==> src/rtl/serial_rx_param.sv <==
// serial_rx_param
//   Oversampling asynchronous serial receiver. Each frame is a start bit,
//   DATA_BITS data bits (LSB first), an optional parity bit and STOP_BITS
//   stop bits. Every bit is CLKS_PER_BIT clocks long and is sampled at its
//   midpoint. A completed word is held on the outputs until acknowledged.
//   A word that completes while the previous one is still held replaces it
//   and raises the sticky overrun flag.
//
// Parameters
//   DATA_BITS    data bits per frame (5..9)
//   PARITY_MODE  0 = none, 1 = even, 2 = odd
//   STOP_BITS    1 or 2
//   CLKS_PER_BIT clocks per bit (4..65535)
//
// Ports
//   clk          rising-edge clock
//   rst          asynchronous active-high reset
//   serial_in    serial line, idle high, asynchronous to clk
//   data_ack     consumer accepts the held word (ignored while ready = 0)
//   ready        held word valid
//   data_out     held word, bit 0 = first data bit on the line
//   parity_ok_n  1 = parity error in the held word
//   frame_err    1 = a stop bit of the held word was sampled low
//   overrun      sticky, a held word was replaced before being acknowledged
module serial_rx_param #(
    parameter int DATA_BITS    = 7,
    parameter int PARITY_MODE  = 1,
    parameter int STOP_BITS    = 1,
    parameter int CLKS_PER_BIT = 16
) (
    input  logic                 clk,
    input  logic                 rst,
    input  logic                 serial_in,
    input  logic                 data_ack,
    output logic                 ready,
    output logic [DATA_BITS-1:0] data_out,
    output logic                 parity_ok_n,
    output logic                 frame_err,
    output logic                 overrun
);

    localparam int CNT_W = $clog2(CLKS_PER_BIT);
    localparam int IDX_W = $clog2(DATA_BITS);

    // The start bit is sampled half a bit after the falling edge is seen;
    // the counter is cleared on that edge, so the compare value is H-1.
    localparam logic [CNT_W-1:0] HALF_LAST = CNT_W'(CLKS_PER_BIT / 2 - 1);
    localparam logic [CNT_W-1:0] BIT_LAST  = CNT_W'(CLKS_PER_BIT - 1);
    localparam logic [IDX_W-1:0] DATA_LAST = IDX_W'(DATA_BITS - 1);
    localparam logic [IDX_W-1:0] STOP_LAST = IDX_W'(STOP_BITS - 1);
    localparam logic             ODD_PARITY = (PARITY_MODE == 2);

    typedef enum logic [2:0] {
        S_IDLE,
        S_START,
        S_DATA,
        S_PARITY,
        S_STOP,
        S_WAIT_HIGH
    } state_t;

    state_t               state_q;
    logic                 sync_q;
    logic                 line_q;
    logic [CNT_W-1:0]     cnt_q;
    logic [IDX_W-1:0]     idx_q;
    logic [DATA_BITS-1:0] shift_q;
    logic                 par_err_q;
    logic                 stop_err_q;
    logic                 done_q;      // one-cycle strobe: frame finished last cycle

    logic                 ready_q;
    logic [DATA_BITS-1:0] data_q;
    logic                 parity_q;
    logic                 frame_q;
    logic                 overrun_q;

    logic                 half_hit_d;
    logic                 bit_hit_d;
    logic                 ack_take_d;
    logic                 ready_d;
    logic                 overrun_d;

    assign half_hit_d = (cnt_q == HALF_LAST);
    assign bit_hit_d  = (cnt_q == BIT_LAST);

    // Handshake: a completion always (re)asserts ready. An acknowledge of a
    // held word clears overrun, but a completion that lands on a held,
    // unacknowledged word sets it.
    always_comb begin
        ack_take_d = ready_q & data_ack;
        ready_d    = done_q | (ready_q & ~data_ack);
        overrun_d  = (done_q & ready_q & ~data_ack) | (overrun_q & ~ack_take_d);
    end

    always_ff @(posedge clk or posedge rst) begin
        if (rst) begin
            state_q    <= S_IDLE;
            sync_q     <= 1'b1;
            line_q     <= 1'b1;
            cnt_q      <= '0;
            idx_q      <= '0;
            shift_q    <= '0;
            par_err_q  <= 1'b0;
            stop_err_q <= 1'b0;
            done_q     <= 1'b0;
            ready_q    <= 1'b0;
            data_q     <= '0;
            parity_q   <= 1'b0;
            frame_q    <= 1'b0;
            overrun_q  <= 1'b0;
        end else begin
            sync_q    <= serial_in;
            line_q    <= sync_q;
            done_q    <= 1'b0;
            ready_q   <= ready_d;
            overrun_q <= overrun_d;

            // The shift register and status flags stay untouched for at
            // least half a bit after the last stop sample, so they are
            // still those of the finished frame here.
            if (done_q) begin
                data_q   <= shift_q;
                parity_q <= par_err_q;
                frame_q  <= stop_err_q;
            end

            case (state_q)
                S_IDLE: begin
                    if (!line_q) begin
                        state_q <= S_START;
                        cnt_q   <= '0;
                    end
                end

                S_START: begin
                    if (half_hit_d) begin
                        cnt_q <= '0;
                        if (line_q) begin
                            // Low pulse shorter than half a bit: ignore it.
                            state_q <= S_IDLE;
                        end else begin
                            state_q    <= S_DATA;
                            idx_q      <= '0;
                            par_err_q  <= 1'b0;
                            stop_err_q <= 1'b0;
                        end
                    end else begin
                        cnt_q <= cnt_q + CNT_W'(1);
                    end
                end

                S_DATA: begin
                    if (bit_hit_d) begin
                        cnt_q          <= '0;
                        shift_q[idx_q] <= line_q;
                        if (idx_q == DATA_LAST) begin
                            idx_q   <= '0;
                            state_q <= (PARITY_MODE != 0) ? S_PARITY : S_STOP;
                        end else begin
                            idx_q <= idx_q + IDX_W'(1);
                        end
                    end else begin
                        cnt_q <= cnt_q + CNT_W'(1);
                    end
                end

                S_PARITY: begin
                    if (bit_hit_d) begin
                        cnt_q     <= '0;
                        par_err_q <= (^shift_q) ^ line_q ^ ODD_PARITY;
                        state_q   <= S_STOP;
                    end else begin
                        cnt_q <= cnt_q + CNT_W'(1);
                    end
                end

                S_STOP: begin
                    if (bit_hit_d) begin
                        cnt_q      <= '0;
                        stop_err_q <= stop_err_q | ~line_q;
                        if (idx_q == STOP_LAST) begin
                            idx_q  <= '0;
                            done_q <= 1'b1;
                            // A low final stop bit means the line may be in
                            // a break; wait for it to go high before looking
                            // for another start bit.
                            state_q <= line_q ? S_IDLE : S_WAIT_HIGH;
                        end else begin
                            idx_q <= idx_q + IDX_W'(1);
                        end
                    end else begin
                        cnt_q <= cnt_q + CNT_W'(1);
                    end
                end

                S_WAIT_HIGH: begin
                    if (line_q) begin
                        state_q <= S_IDLE;
                    end
                end

                default: state_q <= S_IDLE;
            endcase
        end
    end

    assign ready       = ready_q;
    assign data_out    = data_q;
    assign parity_ok_n = parity_q;
    assign frame_err   = frame_q;
    assign overrun     = overrun_q;

endmodule

==> config.mk <==
export PLATFORM = sky130hd
export DESIGN_NAME = serial_rx_param
export DESIGN_NICKNAME = d
export VERILOG_FILES = /design/src/rtl/serial_rx_param.sv
export SDC_FILE = /design/constraint.sdc
export NUM_CORES = 1
export LEC_CHECK = 0
export BUFFER_PORTS_ARGS = -buffer_cell sky130_fd_sc_hd__buf_2
export CAP_MARGIN = 20
export CORE_UTILIZATION = 52
export CTS_CLUSTER_DIAMETER = 80
export CTS_CLUSTER_SIZE = 25
export DETAILED_ROUTE_END_ITERATION = 10
export GPL_ROUTABILITY_DRIVEN = 0
export MAX_ROUTING_LAYER = met4
export PLACE_DENSITY = 0.79
export SYNTH_ARGS = -nofsm -noshare
export SYNTH_HDL_FRONTEND = slang
export SYNTH_SLANG_ARGS = --single-unit
==> constraint.sdc <==
create_clock -name clk -period 1.6 [get_ports clk]
set_input_delay 0.4 -clock clk [delete_from_list [all_inputs] [get_ports clk]]
set_output_delay 0.4 -clock clk [all_outputs]
set_load 0.03 [all_outputs]
==> results_dict.tcl <==
set metrics [dict create \
    viasPerCell 5.399 \
    stdcell_area_um2 2120 \
    crit_chain "buf_4 > buf_4 > nor3_1 > buf_4 > nand3_1 > mux2_2" \
    cts_tree "done" \
    coreArea_um2 3028 \
    async_flop_share 1.000 \
    synth_area_um2 1643 \
    max-vdd-ir-drop_v 0.0008390 \
    die_w_um 58.21 \
    die_area_um2 3388 \
    status "finished with violations" \
    relSlewSlack 0.7104 \
    critPathArrivalTime_ns 1.94 \
    htreeDepth 2 \
    fin_skew_ns 0.01561 \
    grt_max_degree 34 \
    start_util 0.5426 \
    violations "negative setup slack" \
    clkSinkCount 33 \
    max_freq_mhz 583.4 \
    placementRows 20 \
    period_share 1.071 \
    r2r_cells 6 \
    hp-class "in2async" \
    grt_pass1_wl_um 5457 \
    first_pass_iters 5 \
    ys_ff_latch 33 \
    fin_hold_ws_ns 0.1163 \
    clockBufferDepth 2 \
    ys.flop_type "dfrtp_1" \
    critPathLaunchType "flop" \
    critPathMaxStageDelay_ns 0.46 \
    critPathCaptureType "flop" \
    cts_buffers 5 \
    antenna_cells 0 \
    via_count 1312 \
    die_h_um 58.21 \
    period_needed_ns 1.714 \
    tns_ns -0.5460 \
    fin_ws_ns -0.1140 \
    yosys_warnings 0 \
    clk_pin_slew_ns 0.11 \
    seq_area_frac_synth 0.5042 \
    port_buffers 14 \
    drc 0 \
    total_power_uw 2404 \
    root_buffer "clkbuf_4" \
    cp_common_cell "buf_4" \
    drive_gt1_frac 0.4523 \
    r2r_slack_ns -0.11 \
    syn_to_final_growth_pct 29.02 \
    synth_cell_types 40 \
    crit_start "state_q[0]" \
    track_usage 0.2228 \
    clock_latency_ns 0.34 \
    synthCells 153 \
    synth-edff-count 0 \
    post-dp-hpwl_um 2433 \
    dpl_worst_slack_ns -0.08954 \
    worst_pin_slew_ns 0.4344 \
    slew_viol_final 0 \
    overflow 0 \
    reg2reg_from "state_q[0]" \
    synth_nets 161 \
    finish.net_count 206 \
    antenna_found_initial 0 \
    drt-total-wl_um 3437 \
    placed_area_um2 1937 \
    path_class "reg2reg" \
    io_pins 15 \
    grt_pass1_vias 1252 \
    crit_path_top_delay_cell "dfrtp_2" \
    cap_violations 0 \
    crit_fanout 7 \
    regToRegEndpoint "shift_q[0]" \
    drtIter0Drc 42 \
    hold_viol_final 0 \
    antenna_left 0 \
    post_drt_wl_per_cell_um 14.14 \
    worstPathRequired_ns 1.82 \
    powerDensity_nw_per_um2 1134 \
    rsz0062_at_grt "true" \
    power_leakage_uw 0.001047 \
    syn_area_per_cell_um2 10.74 \
    setup_viol 11 \
]
==> repair_timing <==
item,4_1_cts,5_1_grt
pin swaps,0,5
setup endpoints to repair,6,15
gates resized for setup,8,14
gates cloned,0,0
hold buffers,0,0
endpoints found under the hold margin,0,0
setup buffers,0,5
==> flip-flops by register name (all words and copies together), names as in the netlist <==
register / count
cnt_q: 4
data_out: 7
done_q: 1
frame_err: 1
idx_q: 3
line_q: 1
overrun: 1
par_err_q: 1
parity_ok_n: 1
ready: 1
shift_q: 7
state_q: 3
stop_err_q: 1
sync_q: 1
==> worst max path at each step <==
stage                     slack (ns)    endpoint
final                          -0.11  shift_q[0]
after global routing           -0.15  shift_q[4]
after CTS                      -0.06    idx_q[2]
after detailed placement       -0.09    idx_q[2]
after global placement        -0.007    idx_q[0]
after floorplan                 0.04  state_q[0]
==> layer usage <==
metal,share of wire,global-route usage,wire (um),up-vias
li1,-,-,-,632
met1,0.45,0.2547,1540,636
met2,0.50,0.3727,1713,36
met3,0.030,0.05804,102,8
met4,0.023,0.08844,80,0
met5,0,-,0,-
==> cell families after synthesis <==
kind of cell | Yosys count | share of synthesized area
and+or+nand+nor | 49 | 0.1539
muxes | 17 | 0.1165
AOI/OAI and AO/OA | 27 | 0.1127
DFF | 33 | 0.5042
buffers and inverters | 14 | 0.03427
xor gates and xnor gates | 9 | 0.04798
adders and majority gates | 4 | 0.03047
==> worst max-delay path: cells and delay by family, from the launching register on <==
family / cells / cell delay [ns]
simple gates: 2 / 0.38
flops: 1 / 0.46
mux: 1 / 0.27
buf+inv: 3 / 0.50
==> cells in the final DEF (no fill, tap or decap), types with 5 or more instances in the layout <==
| cell | count |
|---|---|
| nand2_1 | 12 |
| nand3_1 | 6 |
| mux2_2 | 17 |
| inv_1 | 5 |
| buf_2 | 14 |
| nor2_1 | 6 |
| xnor2_1 | 7 |
| a21oi_1 | 5 |
| clkbuf_4 | 5 |
| buf_4 | 31 |
| dfrtp_1 | 30 |
==> synthesized netlist by cell type, drive strengths merged (4+ instances only) <==
library cell  count  area, um2
nand2b            5      31.28
nand2            12      45.04
clkbuf            6      23.77
mux2             17      191.4
ha                4      50.05
o21ai             8      40.04
dfrtp            31      775.7
nor2              8      30.03
inv               6      22.52
nand3             7      40.04
nor3              7      35.03
a21oi             5      25.02
xnor2             7      61.31
==> layout make-up <==
class	count	area, um2
Timing Repair Buffer	46	314.1
Multi-Input combinational cell	106	843.3
Clock buffer	5	37.54
Tap cell	44	55.05
Sequential cell	33	829.5
Fill cell	195	908.4
Clock inverter	3	17.52
Inverter	6	22.52
==> report_power, final <==
group          total (uW)  leakage, uW  switching [uW]  internal [uW]
sequential            963     0.000442            57.5            906
combinational         990     0.000574             497            494
clock                 450    0.0000310             285            165
total                2400      0.00105             839           1560
==> stage by stage <==
step	utilization	instances
floorplan	-	153
global placement	0.6397	230
detailed placement	0.6397	230
CTS	0.6669	238
global route	0.7000	243
finish	0.7000	243
No activity file was read; power rests on OpenSTA's default activity.
